`config.mk`:
```
export PLATFORM = sky130hd
export DESIGN_NAME = mux_nx1_reg
export DESIGN_NICKNAME = d
export VERILOG_FILES = /design/src/rtl/mux_nx1_reg.sv
export SDC_FILE = /design/constraint.sdc
export NUM_CORES = 1
export LEC_CHECK = 0
export CORE_AREA = 2 2 39 41
export DETAILED_ROUTE_END_ITERATION = 7
export DIE_AREA = 0 0 41 43
export GPL_TIMING_DRIVEN = 0
export SLEW_MARGIN = 15
export SYNTH_ARGS = -nofsm -noshare
export SYNTH_HDL_FRONTEND = slang
export SYNTH_SLANG_ARGS = --single-unit
```
`constraint.sdc`:
```
create_clock -name clk -period 1.8 [get_ports clk]
set_input_delay 0.54 -clock clk [delete_from_list [all_inputs] [get_ports clk]]
set_output_delay 0.54 -clock clk [all_outputs]
set_load 0.1 [all_outputs]
```
`src/rtl/mux_nx1_reg.sv`:
```
// mux_nx1_reg
// Registered N-input, WIDTH-bit multiplexer with an active-low enable and a
// round-robin scan mode that holds each channel for DWELL enabled cycles.
//
// Ports:
//   clk        - rising-edge clock
//   rst        - synchronous active-high reset, priority over everything
//   en_n       - active-low enable; high freezes the block
//   mode       - 0 = direct select via sel, 1 = round-robin scan
//   sel        - channel index used in direct mode
//   din        - flattened inputs, channel k at din[k*WIDTH +: WIDTH]
//   dout       - registered selected data
//   dout_valid - dout was updated this cycle from a legal channel
//   cur_sel    - index of the channel currently held in dout
//   scan_wrap  - pulse on the last dwell cycle of channel N_IN-1 in scan
//   sel_err    - pulse when direct mode presents sel >= N_IN while enabled
module mux_nx1_reg #(
    parameter  int WIDTH = 4,
    parameter  int N_IN  = 2,
    parameter  int DWELL = 1,
    localparam int SEL_W = (N_IN > 2) ? $clog2(N_IN) : 1
) (
    input  logic                    clk,
    input  logic                    rst,
    input  logic                    en_n,
    input  logic                    mode,
    input  logic [SEL_W-1:0]        sel,
    input  logic [N_IN*WIDTH-1:0]   din,
    output logic [WIDTH-1:0]        dout,
    output logic                    dout_valid,
    output logic [SEL_W-1:0]        cur_sel,
    output logic                    scan_wrap,
    output logic                    sel_err
);

    localparam int DW_W = $clog2(DWELL) + 1;

    logic [WIDTH-1:0] dout_q,       dout_d;
    logic             dout_valid_q, dout_valid_d;
    logic [SEL_W-1:0] cur_sel_q,    cur_sel_d;
    logic             scan_wrap_q,  scan_wrap_d;
    logic             sel_err_q,    sel_err_d;
    logic [SEL_W-1:0] ptr_q,        ptr_d;
    logic [DW_W-1:0]  dwell_cnt_q,  dwell_cnt_d;

    // Compare-based channel pick: an index outside 0..N_IN-1 matches no
    // channel and yields zero instead of an out-of-range part-select.
    function automatic logic [WIDTH-1:0] pick_chan(
        input logic [N_IN*WIDTH-1:0] bus,
        input logic [SEL_W-1:0]      idx
    );
        logic [WIDTH-1:0] r;
        r = '0;
        for (int k = 0; k < N_IN; k++) begin
            if (idx == SEL_W'(k)) begin
                r = bus[k*WIDTH +: WIDTH];
            end
        end
        return r;
    endfunction

    always_comb begin
        dout_d       = dout_q;
        cur_sel_d    = cur_sel_q;
        dout_valid_d = 1'b0;
        scan_wrap_d  = 1'b0;
        sel_err_d    = 1'b0;
        ptr_d        = ptr_q;
        dwell_cnt_d  = dwell_cnt_q;

        if (!mode) begin
            // Direct mode keeps the scan parked at channel 0 with a fresh
            // dwell, so entering scan always starts from the beginning.
            ptr_d       = '0;
            dwell_cnt_d = '0;
            if (!en_n) begin
                if (int'(sel) < N_IN) begin
                    dout_d       = pick_chan(din, sel);
                    cur_sel_d    = sel;
                    dout_valid_d = 1'b1;
                end else begin
                    sel_err_d    = 1'b1;
                end
            end
        end else if (!en_n) begin
            dout_d       = pick_chan(din, ptr_q);
            cur_sel_d    = ptr_q;
            dout_valid_d = 1'b1;
            if (dwell_cnt_q == DW_W'(DWELL - 1)) begin
                dwell_cnt_d = '0;
                // Explicit wrap compare handles non-power-of-two N_IN.
                if (ptr_q == SEL_W'(N_IN - 1)) begin
                    ptr_d       = '0;
                    scan_wrap_d = 1'b1;
                end else begin
                    ptr_d = ptr_q + 1'b1;
                end
            end else begin
                dwell_cnt_d = dwell_cnt_q + 1'b1;
            end
        end
    end

    always_ff @(posedge clk) begin
        if (rst) begin
            dout_q       <= '0;
            dout_valid_q <= 1'b0;
            cur_sel_q    <= '0;
            scan_wrap_q  <= 1'b0;
            sel_err_q    <= 1'b0;
            ptr_q        <= '0;
            dwell_cnt_q  <= '0;
        end else begin
            dout_q       <= dout_d;
            dout_valid_q <= dout_valid_d;
            cur_sel_q    <= cur_sel_d;
            scan_wrap_q  <= scan_wrap_d;
            sel_err_q    <= sel_err_d;
            ptr_q        <= ptr_d;
            dwell_cnt_q  <= dwell_cnt_d;
        end
    end

    assign dout       = dout_q;
    assign dout_valid = dout_valid_q;
    assign cur_sel    = cur_sel_q;
    assign scan_wrap  = scan_wrap_q;
    assign sel_err    = sel_err_q;

endmodule

```
==> key figures <==
Run status
  • Outcome: completed

Clock network
  • CTS sink count: 8
  • Clock Tree Root: clkbuf_4
  • Max Root-Sink Buffers: 2
  • Setup bufs post-CTS: 0
  • CTS tree: done
  • Num CTS Buffers: 3
  • Latest clock arrival within the worst-skew pair: 0.25 ns
  • Hold Buf Count CTS: 0
  • PostCTS Resize Cnt: 21
  • CTS clk-pin slew, worst paths: 0.05 ns
  • CTS H-tree lvls: 1

Yosys
  • Top FF cell, synth: dfxtp_1
  • Post-synth ARST share: 0%
  • EDFF count, synth: 0
  • Syn Area/Cell: 11.2 sq um
  • Yosys warns: 0
  • Most common cell in the netlist: dfxtp_1
  • Dominant cell type by area after synthesis: dfxtp_1
  • Synth Instances: 36
  • Cell area after synthesis: about 400 sq um
  • Post-Syn Nets: 49
  • Synth cell types: 15
  • Seq/Total Area, Yosys: approximately 40%
  • Top-area cell type share of the netlist area: around two fifths
  • Commonest cells post-synth: 8 x dfxtp_1, 4 x a2111oi_2, 4 x inv_1, 4 x nor3_1, 4 x nor3b_2
  • Yosys reg bits: 8
  • Synth area leaders: dfxtp_1 40%, a2111oi_2 15%, nor3b_2 12%

Global route
  • Initial antenna violation count: 0
  • Total global routing overflow: 0
  • Vias in the first global route: approximately 280
  • First-pass GRT wire length: ~1200 um
  • Largest net degree at the start of global routing: 11
  • GRT Util Overall: a little over a tenth

STA
  • Hold WS: ~0.47 ns
  • Worst Tran Pin Value: approximately 0.54 ns
  • Final Hold Vio Count: 0
  • Final setup vio count: 0
  • Clock Skew: around 0.00072 ns
  • Tmin final: roughly 1.7 ns
  • Relative slew margins: 64.0%
  • Final period utilization: between 90% and 100%
  • RSZ-0062 raised after global routing: false
  • Max Freq: between 0.5 and 0.6 GHz
  • Final Max Slew Viols: 0

Placed design
  • Gpl congestion: 0.616
  • Area after DPL: ~600 sq um
  • Port Buffer Count: 18

Floorplanning
  • Starting density of the core: around 29%
  • Core Region: ~0.0014 sq mm
  • Die Height: approximately 43 um
  • Die area: about 0.0018 sq mm
  • Die Width: between 40 and 50 um
  • IO Pins: 21
  • Core Rows: 14

Route
  • Avg WL per Cell: about 9.6 um
  • First-pass DRT Iterations: 2
  • Metal3 WL: just under 100 um
  • DRC viols: 0
  • Starting DRT DRC Count: 3
  • Vias after detailed routing: approximately 320
  • Met2 WL: 310 um
  • Post-DRT Antenna Nets: 0
  • Top sig layer: met3
  • DR vias/cell: 4.34
  • Detailed Route WL: 703 um
  • WL met1: around 290 um

Pwr
  • Part of the power in registers: between 30% and 40%
  • Sw Ratio: around a third
  • Peak supply drop: around 0.00044 V
  • Internal power: around 0.33 mW
  • Clock Power Share: a little over a quarter
  • Switching power: between 0.15 and 0.2 mW
  • PwrDens: 793 mW/mm^2
  • Leakage power: between 0.2 and 0.25 nW
  • Comb pwr share: between 30% and 40%

Worst setup path
  • Req. time, crit path: ~2 ns
  • CP Class: in -> reg
  • CP Capture Type: flop
  • CP max FO: 9
  • Data arrival, critical path: 1.83 ns
  • Crit path launch type: input port

Final layout
  • Final net count: a little over 70
  • P&R area growth vs syn: 57.6%
  • Share of cells above drive strength 1: 38.6%
  • Ant diodes: 0
  • Final core occ: roughly 46%
  • Fill count: 135
  • Design Area, Final: around 630 sq um

Job
  • MaxCap Viol Count: 0

Hold path
  • Hold crit path type: reg -> reg
-- kinds of logic after synthesis --
family          count (synthesis)  synth area share, %
other cells                     1                0.934
flops                           8                 39.9
simple gates                   13                 23.7
compound gates                  5                 16.8
xor+xnor                        1                 2.18
mux                             1                 5.61
buf+inv                         7                 10.9
-- layer usage --
| layer | vias to the layer above | GRT usage (%) |
|---|---|---|
| li1 | 170 | - |
| met1 | 130 | 10.9 |
| met2 | 17 | 14.1 |
| met3 | 0 | 8.38 |
| met4 | 0 | 6.00 |
| met5 | - | 0 |
-- registers in the layout, indices dropped and copies added (netlist names) --
register / cells
dout: 4
cur_sel: 1
dout_valid: 1
ptr_q: 1
scan_wrap: 1
-- cell usage in the layout, fill, tap and decap left out, types with 2 or more instances in the layout --
master / count
a2111oi_2: 4
buf_4: 2
clkbuf_4: 3
clkdlybuf4s15_2: 7
clkdlybuf4s50_1: 11
dfxtp_1: 8
inv_1: 4
nor2_1: 2
nor3_1: 4
nor3b_2: 4
-- stage by stage --
step	std cells	setup WS [ns]	setup TNS [ns]	total power, mW
after floorplan	36	0.296	0	0.323
after global placement	70	-0.190	-1.72	0.376
after global routing	73	0.0268	0	0.529
after detailed placement	70	-0.189	-1.80	0.376
final	73	0.121	0	0.502
after CTS	73	0.0993	0	0.510
-- worst max-delay path, cell delays in order --
cell             delay [ns]
clkdlybuf4s50_1        0.55
mux2i_4                0.36
nor3_1                 0.10
a2111oi_2              0.27
-- power groups by stage --
stage	Combinational, mW	Sequential [mW]	Clock (mW)
after floorplan	0.0531	0.269	0
after global placement	0.178	0.198	0
after detailed placement	0.178	0.198	0
after CTS	0.176	0.194	0.140
after global routing	0.183	0.195	0.151
final	0.174	0.194	0.134
-- cell type report --
class | count | area (sq um) | share of cell area [%]
sequential | 8 | 160 | 25.3
buffer | 3 | 28.8 | 4.55
timing repair buffer | 18 | 189 | 29.8
clock buffer | 3 | 22.5 | 3.56
multi-input combinational | 21 | 198 | 31.2
inverter | 4 | 15.0 | 2.37
tap | 16 | 20.0 | 3.16
-- worst paths after layout --
check / to / cells after the start / startpoint / slack [ns]
min: dout[2]$_SDFFE_PP0N_ / 2 / dout[2]$_SDFFE_PP0N_ / 0.47
max: dout[2]$_SDFFE_PP0N_ / 4 / mode / 0.12
max reg2reg: dout[2]$_SDFFE_PP0N_ / 3 / ptr_q$_SDFFE_PP0N_ / 0.73
min reg2reg: dout[2]$_SDFFE_PP0N_ / 2 / dout[2]$_SDFFE_PP0N_ / 0.47
No activity file was read; power rests on OpenSTA's default activity.
